`src/rtl/restoring_divider_pkg.sv`:
```
// Shared types and constants for the multi-cycle restoring divider.
package div_pkg;

  localparam int DIV_DEF_N = 16;
  localparam int DIV_CNT_W = $clog2(DIV_DEF_N + 1);

  typedef enum logic [1:0] {
    IDLE = 2'd0,
    RUN  = 2'd1,
    DONE = 2'd2
  } div_state_e;

  // Counter must hold the value N itself, hence N+1 codes.
  function automatic int div_cnt_w(input int n);
    return $clog2(n + 1);
  endfunction

endpackage

```
`src/rtl/restoring_divider_if.sv`:
```
// Request/result bundle for restoring_divider. The remainder signal exists
// only when RESTORING_DIV_REM_EN is defined.
interface restoring_divider_if
  import div_pkg::*;
#(
  parameter int N = DIV_DEF_N
);

  logic         start;
  logic [N-1:0] dividend;
  logic [N-1:0] divisor;
  logic         busy;
  logic         done;
  logic [N-1:0] quotient;
`ifdef RESTORING_DIV_REM_EN
  logic [N-1:0] remainder;
`endif
  logic         div_zero;

`ifdef RESTORING_DIV_REM_EN
  modport master (
    output start, dividend, divisor,
    input  busy, done, quotient, remainder, div_zero
  );

  modport slave (
    input  start, dividend, divisor,
    output busy, done, quotient, remainder, div_zero
  );
`else
  modport master (
    output start, dividend, divisor,
    input  busy, done, quotient, div_zero
  );

  modport slave (
    input  start, dividend, divisor,
    output busy, done, quotient, div_zero
  );
`endif

endinterface

```
`src/rtl/restoring_divider_ripple_subtractor.sv`:
```
// Combinational W-bit ripple subtractor: diff_o = a_i - b_i, borrow_o is the
// borrow out of the MSB (set when a_i < b_i).
module ripple_subtractor #(
  parameter int W = 17
) (
  input  logic [W-1:0] a_i,
  input  logic [W-1:0] b_i,
  output logic [W-1:0] diff_o,
  output logic         borrow_o
);

  logic [W:0] borrow_s;

  // Full-subtractor chain, LSB first.
  always_comb begin
    borrow_s = '0;
    diff_o   = '0;
    for (int i = 0; i < W; i++) begin
      diff_o[i]     = a_i[i] ^ b_i[i] ^ borrow_s[i];
      borrow_s[i+1] = (~a_i[i] & b_i[i]) | (~(a_i[i] ^ b_i[i]) & borrow_s[i]);
    end
    borrow_o = borrow_s[W];
  end

endmodule

```
`src/rtl/restoring_divider.sv`:
```
// Multi-cycle unsigned restoring divider: one quotient bit per clock through a
// shared N+1-bit ripple subtractor. RESTORING_DIV_REM_EN exposes the remainder.
module restoring_divider
  import div_pkg::*;
#(
  parameter int N = DIV_DEF_N
) (
  input logic                clk,
  input logic                rst_n,
  restoring_divider_if.slave bus
);

  localparam int CW = div_cnt_w(N);

  div_state_e   state_q, state_d;
  logic [CW-1:0] cnt_q, cnt_d;
  logic [N:0]   r_q, r_d;
  logic [N-1:0] q_q, q_d;
  logic [N-1:0] divisor_q, divisor_d;
  logic [N-1:0] quotient_q, quotient_d;
  logic         dz_next_q, dz_next_d;
  logic         div_zero_q, div_zero_d;
  logic         done_q, done_d;
  logic         busy_q, busy_d;
`ifdef RESTORING_DIV_REM_EN
  logic [N-1:0] rem_q, rem_d;
`endif

  logic [N:0]   t_s;
  logic [N:0]   diff_s;
  logic         borrow_s;
  logic         unused_s;

  // A restored remainder is always below the divisor, so R's top bit stays 0.
  assign unused_s = r_q[N];
  assign t_s      = {r_q[N-1:0], q_q[N-1]};

  ripple_subtractor #(
    .W (N + 1)
  ) u_sub (
    .a_i      (t_s),
    .b_i      ({1'b0, divisor_q}),
    .diff_o   (diff_s),
    .borrow_o (borrow_s)
  );

  // Next-state, datapath and result-register logic.
  always_comb begin
    state_d    = state_q;
    cnt_d      = cnt_q;
    r_d        = r_q;
    q_d        = q_q;
    divisor_d  = divisor_q;
    quotient_d = quotient_q;
    dz_next_d  = dz_next_q;
    div_zero_d = div_zero_q;
    done_d     = 1'b0;
`ifdef RESTORING_DIV_REM_EN
    rem_d      = rem_q;
`endif
    case (state_q)
      IDLE: begin
        if (bus.start) begin
          state_d   = RUN;
          r_d       = '0;
          q_d       = bus.dividend;
          divisor_d = bus.divisor;
          cnt_d     = CW'(N);
          dz_next_d = (bus.divisor == '0);
        end else begin
          state_d = IDLE;
        end
      end
      RUN: begin
        if (borrow_s) begin
          r_d = t_s;
          q_d = {q_q[N-2:0], 1'b0};
        end else begin
          r_d = diff_s;
          q_d = {q_q[N-2:0], 1'b1};
        end
        cnt_d = cnt_q - CW'(1);
        if (cnt_q == CW'(1)) begin
          state_d = DONE;
        end else begin
          state_d = RUN;
        end
      end
      DONE: begin
        quotient_d = q_q;
        div_zero_d = dz_next_q;
        done_d     = 1'b1;
`ifdef RESTORING_DIV_REM_EN
        rem_d      = r_q[N-1:0];
`endif
        // Results are captured above before a back-to-back reload overwrites Q/R.
        if (bus.start) begin
          state_d   = RUN;
          r_d       = '0;
          q_d       = bus.dividend;
          divisor_d = bus.divisor;
          cnt_d     = CW'(N);
          dz_next_d = (bus.divisor == '0);
        end else begin
          state_d = IDLE;
        end
      end
      default: begin
        state_d = IDLE;
      end
    endcase
    busy_d = (state_d == RUN);
  end

  // State, datapath and output registers.
  always_ff @(posedge clk or negedge rst_n) begin
    if (!rst_n) begin
      state_q    <= IDLE;
      cnt_q      <= '0;
      r_q        <= '0;
      q_q        <= '0;
      divisor_q  <= '0;
      quotient_q <= '0;
      dz_next_q  <= 1'b0;
      div_zero_q <= 1'b0;
      done_q     <= 1'b0;
      busy_q     <= 1'b0;
`ifdef RESTORING_DIV_REM_EN
      rem_q      <= '0;
`endif
    end else begin
      state_q    <= state_d;
      cnt_q      <= cnt_d;
      r_q        <= r_d;
      q_q        <= q_d;
      divisor_q  <= divisor_d;
      quotient_q <= quotient_d;
      dz_next_q  <= dz_next_d;
      div_zero_q <= div_zero_d;
      done_q     <= done_d;
      busy_q     <= busy_d;
`ifdef RESTORING_DIV_REM_EN
      rem_q      <= rem_d;
`endif
    end
  end

  assign bus.busy     = busy_q;
  assign bus.done     = done_q;
  assign bus.quotient = quotient_q;
  assign bus.div_zero = div_zero_q;
`ifdef RESTORING_DIV_REM_EN
  assign bus.remainder = rem_q;
`endif

endmodule
```
`src/flat_wrapper.sv`:
```
// flat-port wrapper written by rule: the top's interface ports become plain ports
module restoring_divider_flat import div_pkg::*;
#(
  parameter int N = DIV_DEF_N
)
  (clk, rst_n, bus_start, bus_dividend, bus_divisor, bus_busy, bus_done, bus_quotient, bus_div_zero);
  restoring_divider_if #(.N(N)) bus_i ();
  input logic clk;
  input logic rst_n;
  input wire logic [$bits(bus_i.start)-1:0] bus_start;
  input wire logic [$bits(bus_i.dividend)-1:0] bus_dividend;
  input wire logic [$bits(bus_i.divisor)-1:0] bus_divisor;
  output wire logic [$bits(bus_i.busy)-1:0] bus_busy;
  output wire logic [$bits(bus_i.done)-1:0] bus_done;
  output wire logic [$bits(bus_i.quotient)-1:0] bus_quotient;
  output wire logic [$bits(bus_i.div_zero)-1:0] bus_div_zero;
  assign bus_i.start = bus_start;
  assign bus_i.dividend = bus_dividend;
  assign bus_i.divisor = bus_divisor;
  assign bus_busy = bus_i.busy;
  assign bus_done = bus_i.done;
  assign bus_quotient = bus_i.quotient;
  assign bus_div_zero = bus_i.div_zero;
  restoring_divider #(.N(N)) u_core (.clk(clk), .rst_n(rst_n), .bus(bus_i));
endmodule
```
`config.mk`:
```
export PLATFORM = sky130hd
export DESIGN_NAME = restoring_divider_flat
export DESIGN_NICKNAME = d
export VERILOG_FILES = /design/src/rtl/restoring_divider_pkg.sv /design/src/rtl/restoring_divider_if.sv /design/src/rtl/restoring_divider_ripple_subtractor.sv /design/src/rtl/restoring_divider.sv /design/src/flat_wrapper.sv
export SDC_FILE = /design/constraint.sdc
export NUM_CORES = 1
export LEC_CHECK = 0
export ABC_AREA = 0
export CAP_MARGIN = 10
export CORE_MARGIN = 10
export CORE_UTILIZATION = 28
export CTS_CLUSTER_DIAMETER = 120
export CTS_CLUSTER_SIZE = 14
export DETAILED_ROUTE_END_ITERATION = 10
export DONT_BUFFER_PORTS = 1
export HOLD_SLACK_MARGIN = 0.08
export PLACE_DENSITY_LB_ADDON = 0.08
export SLEW_MARGIN = 20
export SYNTH_ARGS = -nofsm -noshare
export SYNTH_HDL_FRONTEND = slang
export SYNTH_HIERARCHICAL = 1
export SYNTH_SLANG_ARGS = --single-unit
```
`constraint.sdc`:
```
create_clock -name clk -period 9.15 [get_ports clk]
set_input_delay 1.3725 -clock clk [delete_from_list [all_inputs] [get_ports clk]]
set_output_delay 1.3725 -clock clk [all_outputs]
set_load 0.02 [all_outputs]
```
==> results.json, run 1 <==
{
  "fin_tns_setup_ps": 0,
  "start_util": 0.285,
  "fp.coreArea_mm2": 0.0132,
  "clk_pin_slew_worst_paths_ps": 60,
  "path_common_cell": "fa_1",
  "synth_top_cell_by_area": "dfrtp_1",
  "required_ps": 9340,
  "yosysWarnings": 6,
  "hpwl_um": 5340,
  "final_nets": 343,
  "final_cell_mix": "dfrtp_1, inv_1, mux2i_1",
  "worstPathCellList": "inv_1 > ha_1 > inv_1 > fa_1 > inv_1 > fa_1 > fa_1 > fa_1 > fa_1 > fa_1 > fa_1 > fa_1 > fa_1 > fa_1 > fa_1 > fa_1 > fa_1 > fa_1 > fa_1 > inv_1 > fa_1 > inv_1 > mux2i_1 > o2bb2ai_1",
  "cts_buffer_depth": 2,
  "final_common_cell": "dfrtp_1",
  "setup_violations": 0,
  "netlist_area_mm2": 0.00376,
  "start_kind": "flop",
  "dr.pass1.iters": 4,
  "cts_resized": 0,
  "post_cts_buffers": 0,
  "num_rows": 42,
  "drc": 0,
  "finalWirelength_um": 8230,
  "chipHeight_um": 136,
  "portBuffers": 0,
  "netlist_instances": 294,
  "hold_path.class": "flop to flop",
  "grtUsageMet1": 0.122,
  "syn_nets": 348,
  "leakagePower_uw": 0.00194,
  "yosysUniqueCellTypes": 30,
  "dp_slack_ps": 1610,
  "path_buf_inv": 5,
  "cp_max_fo": 17,
  "use_met3": 0.0472,
  "fin_ws_ps": 1620,
  "grt_usage": 0.0980,
  "period_needed_ps": 7530,
  "via_per_inst": 4.43,
  "io_pins": 54,
  "die-area_mm2": 0.0185,
  "n_fill_cell": 1348,
  "grt_pass1_wl_um": 13800,
  "endpoint_kind": "flop",
  "worst_ep_arrival_time_ps": 7720,
  "critPathSlowestCell": "fa_1",
  "use_met2": 0.144,
  "postCtsHoldBufs": 0,
  "cts_buffers": 9,
  "vias": 2081,
  "yosysTopAreaCellShare": 0.499,
  "post-route-period-util": 0.823,
  "ant_nets": 0,
  "cp-startpoint": "u_core/q_q[15]$_DFFE_PN0P_",
  "drtIter0Drc": 97,
  "tightestPinTransition_ps": 918,
  "overflow": 0,
  "max_stage_delay_ps": 420,
  "clk_latency_ps": 350,
  "syn_avg_cell_area_um2": 12.8,
  "drv_slew": 0,
  "antennaDiodeCount": 0,
  "wl_per_cell_um": 17.5,
  "antenna_found_initial": 0,
  "final_layout_size_suffix_gt1_frac": 0.221,
  "rsz0062_at_grt": "no",
  "ys_seq_area_frac": 0.499,
  "r2r-start": "u_core/q_q[15]$_DFFE_PN0P_",
  "skew_ps": 6.87,
  "hp-start": "u_core/divisor_q[1]$_DFFE_PN0P_",
  "synth.area.top_cells": "dfrtp_1, mux2i_1, fa_1",
  "drv_cap": 0,
  "die_w_um": 136,
  "cts.sink_count": 75,
  "cts_tree": "built",
  "hold_violations": 0,
  "max_freq_mhz": 133,
  "slew_headroom": 0.388,
  "grt_max_degree": 76,
  "finalPower_uw": 1720,
  "crit_family": "adder cells",
  "power_density_mw_per_mm2": 411,
  "grt.busiest_layer": "met2",
  "htreeDepth": 3,
  "max-vdd-ir-drop_mv": 0.172,
  "ys_ff_latch": 75,
  "gp_congestion": 0.694,
  "grt_pass1_vias": 2338,
  "clockRootBuffer": "clkbuf_16",
  "areaGrowthSynthToFinish_pct": 11.4,
  "status": "complete, no violations",
  "setup.worst_path.class": "flop to flop"
}
## worst reg2reg max path: stages (launching register included)
cell and delay, ps:
dfrtp_1 390, inv_1 60, ha_1 190, inv_1 60, fa_1 150, inv_1 40, fa_1 370, fa_1 390
fa_1 390, fa_1 410, fa_1 390, fa_1 390, fa_1 400, fa_1 400, fa_1 410, fa_1 420
fa_1 390, fa_1 380, fa_1 390, fa_1 360, inv_1 80, fa_1 160, inv_1 360, mux2i_1 300
o2bb2ai_1 100
## layout make-up
type / instances / area, um^2 / area share
multi-input combinational: 160 / 1600 / 0.383
clock buffer: 11 / 253 / 0.0604
sequential: 75 / 1880 / 0.448
timing repair buffer: 3 / 22.5 / 0.00538
clock inverter: 5 / 61.3 / 0.0146
inverter: 40 / 150 / 0.0359
tap: 176 / 220 / 0.0526
## stage by stage
stage | area, um^2 | hold WS (ps) | utilization | std cells
final | 4190 | 507 | 0.317 | 470
after global routing | 4190 | 532 | 0.317 | 470
after CTS | 4190 | 512 | 0.317 | 470
after detailed placement | 3870 | 499 | 0.294 | 454
after global placement | 3870 | 494 | 0.294 | 454
after floorplan | 3760 | 446 | - | 294
## flip-flops by register name (all words and copies together), names as in the netlist, 2 cells and up
name and cells:
u_core/bus.quotient 16, u_core/cnt_q 5, u_core/q_q 16, u_core/state_q 2, u_core/r_q 16, u_core/divisor_q 16
## routing by layer
| layer | up-vias | share of wire |
|---|---|---|
| li1 | 986 | - |
| met2 | 52 | 0.44 |
| met3 | 12 | 0.077 |
| met4 | 0 | 0.014 |
| met5 | - | 0 |
| met1 | 1031 | 0.47 |
## cells by family (layout without fill, tap and decap cells)
kind of cell    after synthesis  in the layout  synth area share
buf+inv                      59             59            0.0746
fa+ha+maj                    19             19            0.0952
mux                          66             66             0.196
compound gates               39             39            0.0796
flops                        75             75             0.499
simple gates                 35             35            0.0546
other cells                   1              1          0.000998
## Yosys cell counts, drive strengths merged
| master | instances |
|---|---|
| nand3 | 19 |
| nand4 | 1 |
| and2 | 1 |
| clkbuf | 3 |
| dfrtp | 75 |
| fa | 16 |
| nand2b | 3 |
| o31ai | 1 |
| nor2b | 1 |
| or4 | 1 |
| mux2 | 33 |
| o21ai | 21 |
| nor4b | 1 |
| mux2i | 33 |
| nor4 | 5 |
| inv | 40 |
| o2bb2ai | 17 |
| ha | 3 |
| buf | 16 |
| nand2 | 2 |
| conb | 1 |
| nand3b | 1 |
## path summary, 6_finish.rpt
check,endpoint,cells past startpoint,slack [ps]
max,u_core/r_q[3]$_DFFE_PN0P_,24,1620
min reg2reg,u_core/divisor_q[1]$_DFFE_PN0P_,1,510
max in group asynchronous,u_core/divisor_q[3]$_DFFE_PN0P_,0,8270
min,u_core/divisor_q[1]$_DFFE_PN0P_,1,510
max reg2reg,u_core/r_q[3]$_DFFE_PN0P_,24,1620
min in group asynchronous,u_core/bus.quotient[11]$_DFFE_PN0N_,0,720
## report_power, final
part           total [uW]  switching, uW  internal (uW)
registers             669            173            495
logic                 679            347            332
clock network         371            144            227
Power figures use the tool's default switching activity.
==> inputs of run 2 (changes only) <==
Clock period 9.15 ns to 6.9 ns, I/O delays scaled along.
==> results.json, run 2 (same netlist as run 1, synthesis figures left out) <==
{
  "status": "complete, no violations",
  "final_common_cell": "dfrtp_1",
  "endpoint_kind": "flop",
  "leakagePower_uw": 0.00196,
  "hold_violations": 0,
  "required_ps": 7100,
  "dpl.cell_count": 457,
  "path_common_cell": "fa_2",
  "post-route-period-util": 0.960,
  "io_pins": 54,
  "gp_congestion": 0.690,
  "timing.hold.ws_ps": 389,
  "path_buf_inv": 6,
  "via_per_inst": 4.50,
  "die-area_mm2": 0.0185,
  "final_layout_size_suffix_gt1_frac": 0.259,
  "ant_nets": 0,
  "wl_per_cell_um": 17.6,
  "fin_cells": 473,
  "drtIter0Drc": 88,
  "num_rows": 42,
  "p_clk_frac": 0.222,
  "period_needed_ps": 6630,
  "antennaDiodeCount": 0,
  "overflow": 0,
  "hold_path.class": "input port to asynchronous set/reset pin",
  "areaGrowthSynthToFinish_pct": 13.4,
  "clockRootBuffer": "clkbuf_16",
  "critPathSlowestCell": "fa_1",
  "grt_pass1_vias": 2298,
  "clk_pin_slew_worst_paths_ps": 60,
  "cp_max_fo": 17,
  "grt_max_degree": 76,
  "power_density_mw_per_mm2": 551,
  "crit_family": "adder cells",
  "setup.worst_path.class": "flop to flop",
  "rrSetupSlack_ps": 270,
  "portBuffers": 0,
  "slew_headroom": 0.433,
  "p_int_uw": 1460,
  "cts_buffer_depth": 2,
  "start_kind": "flop",
  "max-vdd-ir-drop_mv": 0.250,
  "finalWirelength_um": 8350,
  "antenna_found_initial": 0,
  "fin_tns_setup_ps": 0,
  "dr.pass1.iters": 4,
  "grt_pass1_wl_um": 13600,
  "drv_cap": 0,
  "skew_ps": 5.79,
  "chipHeight_um": 136,
  "post_cts_buffers": 0,
  "vias": 2129,
  "drv_slew": 0,
  "switching_share": 0.378,
  "clk_latency_ps": 340,
  "tightestPinTransition_ps": 851,
  "cts.sink_count": 75,
  "p_seq_frac": 0.377,
  "htreeDepth": 3,
  "drc": 0,
  "switchingPower_uw": 888,
  "setup_violations": 0,
  "cts_tree": "built",
  "die_w_um": 136,
  "hpwl_um": 5360,
  "start_util": 0.285,
  "max_freq_mhz": 151,
  "final_cell_mix": "dfrtp_1, inv_1, mux2i_1",
  "fp.coreArea_mm2": 0.0132,
  "grt_usage": 0.0969,
  "worst_ep_arrival_time_ps": 6830,
  "comb_power_share": 0.401,
  "max_stage_delay_ps": 390,
  "cts_buffers": 9,
  "final_nets": 346
}
-- run 2: power by group through the flow --
stage | sequential, uW | combinational, uW | clock, uW
global placement | 899 | 947 | 0
floorplan | 841 | 798 | 0
finish | 885 | 942 | 522
CTS | 893 | 955 | 545
global route | 920 | 1090 | 565
detailed placement | 899 | 951 | 0
-- run 2: path summary, 6_finish.rpt --
check	from	end	cells past startpoint
max in group asynchronous	rst_n	u_core/r_q[14]$_DFFE_PN0P_	0
worst max-delay path	u_core/q_q[15]$_DFFE_PN0P_	u_core/r_q[10]$_DFFE_PN0P_	25
worst min-delay path	rst_n	u_core/bus.done$_DFF_PN0_	0
worst max register to register	u_core/q_q[15]$_DFFE_PN0P_	u_core/r_q[10]$_DFFE_PN0P_	25
worst min register to register	u_core/divisor_q[1]$_DFFE_PN0P_	u_core/divisor_q[1]$_DFFE_PN0P_	1
min in group clk	u_core/divisor_q[1]$_DFFE_PN0P_	u_core/divisor_q[1]$_DFFE_PN0P_	1
-- run 2: layout make-up --
class	instances	area [um^2]
Sequential cell	75	1880
Clock inverter	4	72.6
Fill cell	1327	8930
Timing Repair Buffer	6	57.6
Inverter	40	150
Multi-Input combinational cell	160	1630
Clock buffer	12	256
Tap cell	176	220
-- run 2: stage by stage --
| step | power, uW | setup WS (ps) | utilization | instance area [um^2] |
|---|---|---|---|---|
| detailed placement | 1850 | -87.6 | 0.297 | 3920 |
| global placement | 1850 | -42.6 | 0.297 | 3920 |
| floorplan | 1640 | 32.0 | - | 3770 |
| finish | 2350 | 273 | 0.323 | 4260 |
| CTS | 2390 | 8.20 | 0.322 | 4250 |
| global route | 2570 | -11.6 | 0.323 | 4260 |
-- run 2: what timing repair did --
action,in CTS,in global routing
pin swaps,0,0
resized for setup,2,5
hold buffers,0,0
setup endpoints to repair,17,17
-- run 2: layer usage --
metal  track usage  share of wire  vias up
met2         0.141           0.45       50
met4        0.0302          0.013        0
met3        0.0469          0.070        7
met1         0.123           0.47     1074
li1              -              -      998
met5             0              0        -
-- run 2: worst reg2reg max path: stages, from the launching register on --
cell and delay (ps):
dfrtp_1 350, inv_1 50, ha_1 180, inv_1 60, fa_1 150, inv_1 40
fa_1 360, fa_1 380, fa_1 390, fa_2 350, fa_2 350, fa_2 350
fa_2 350, fa_2 350, fa_2 350, fa_2 350, fa_2 350, fa_2 340
fa_2 340, fa_1 360, inv_1 70, fa_1 150, inv_1 60, buf_12 160
mux2i_1 170, o2bb2ai_1 90
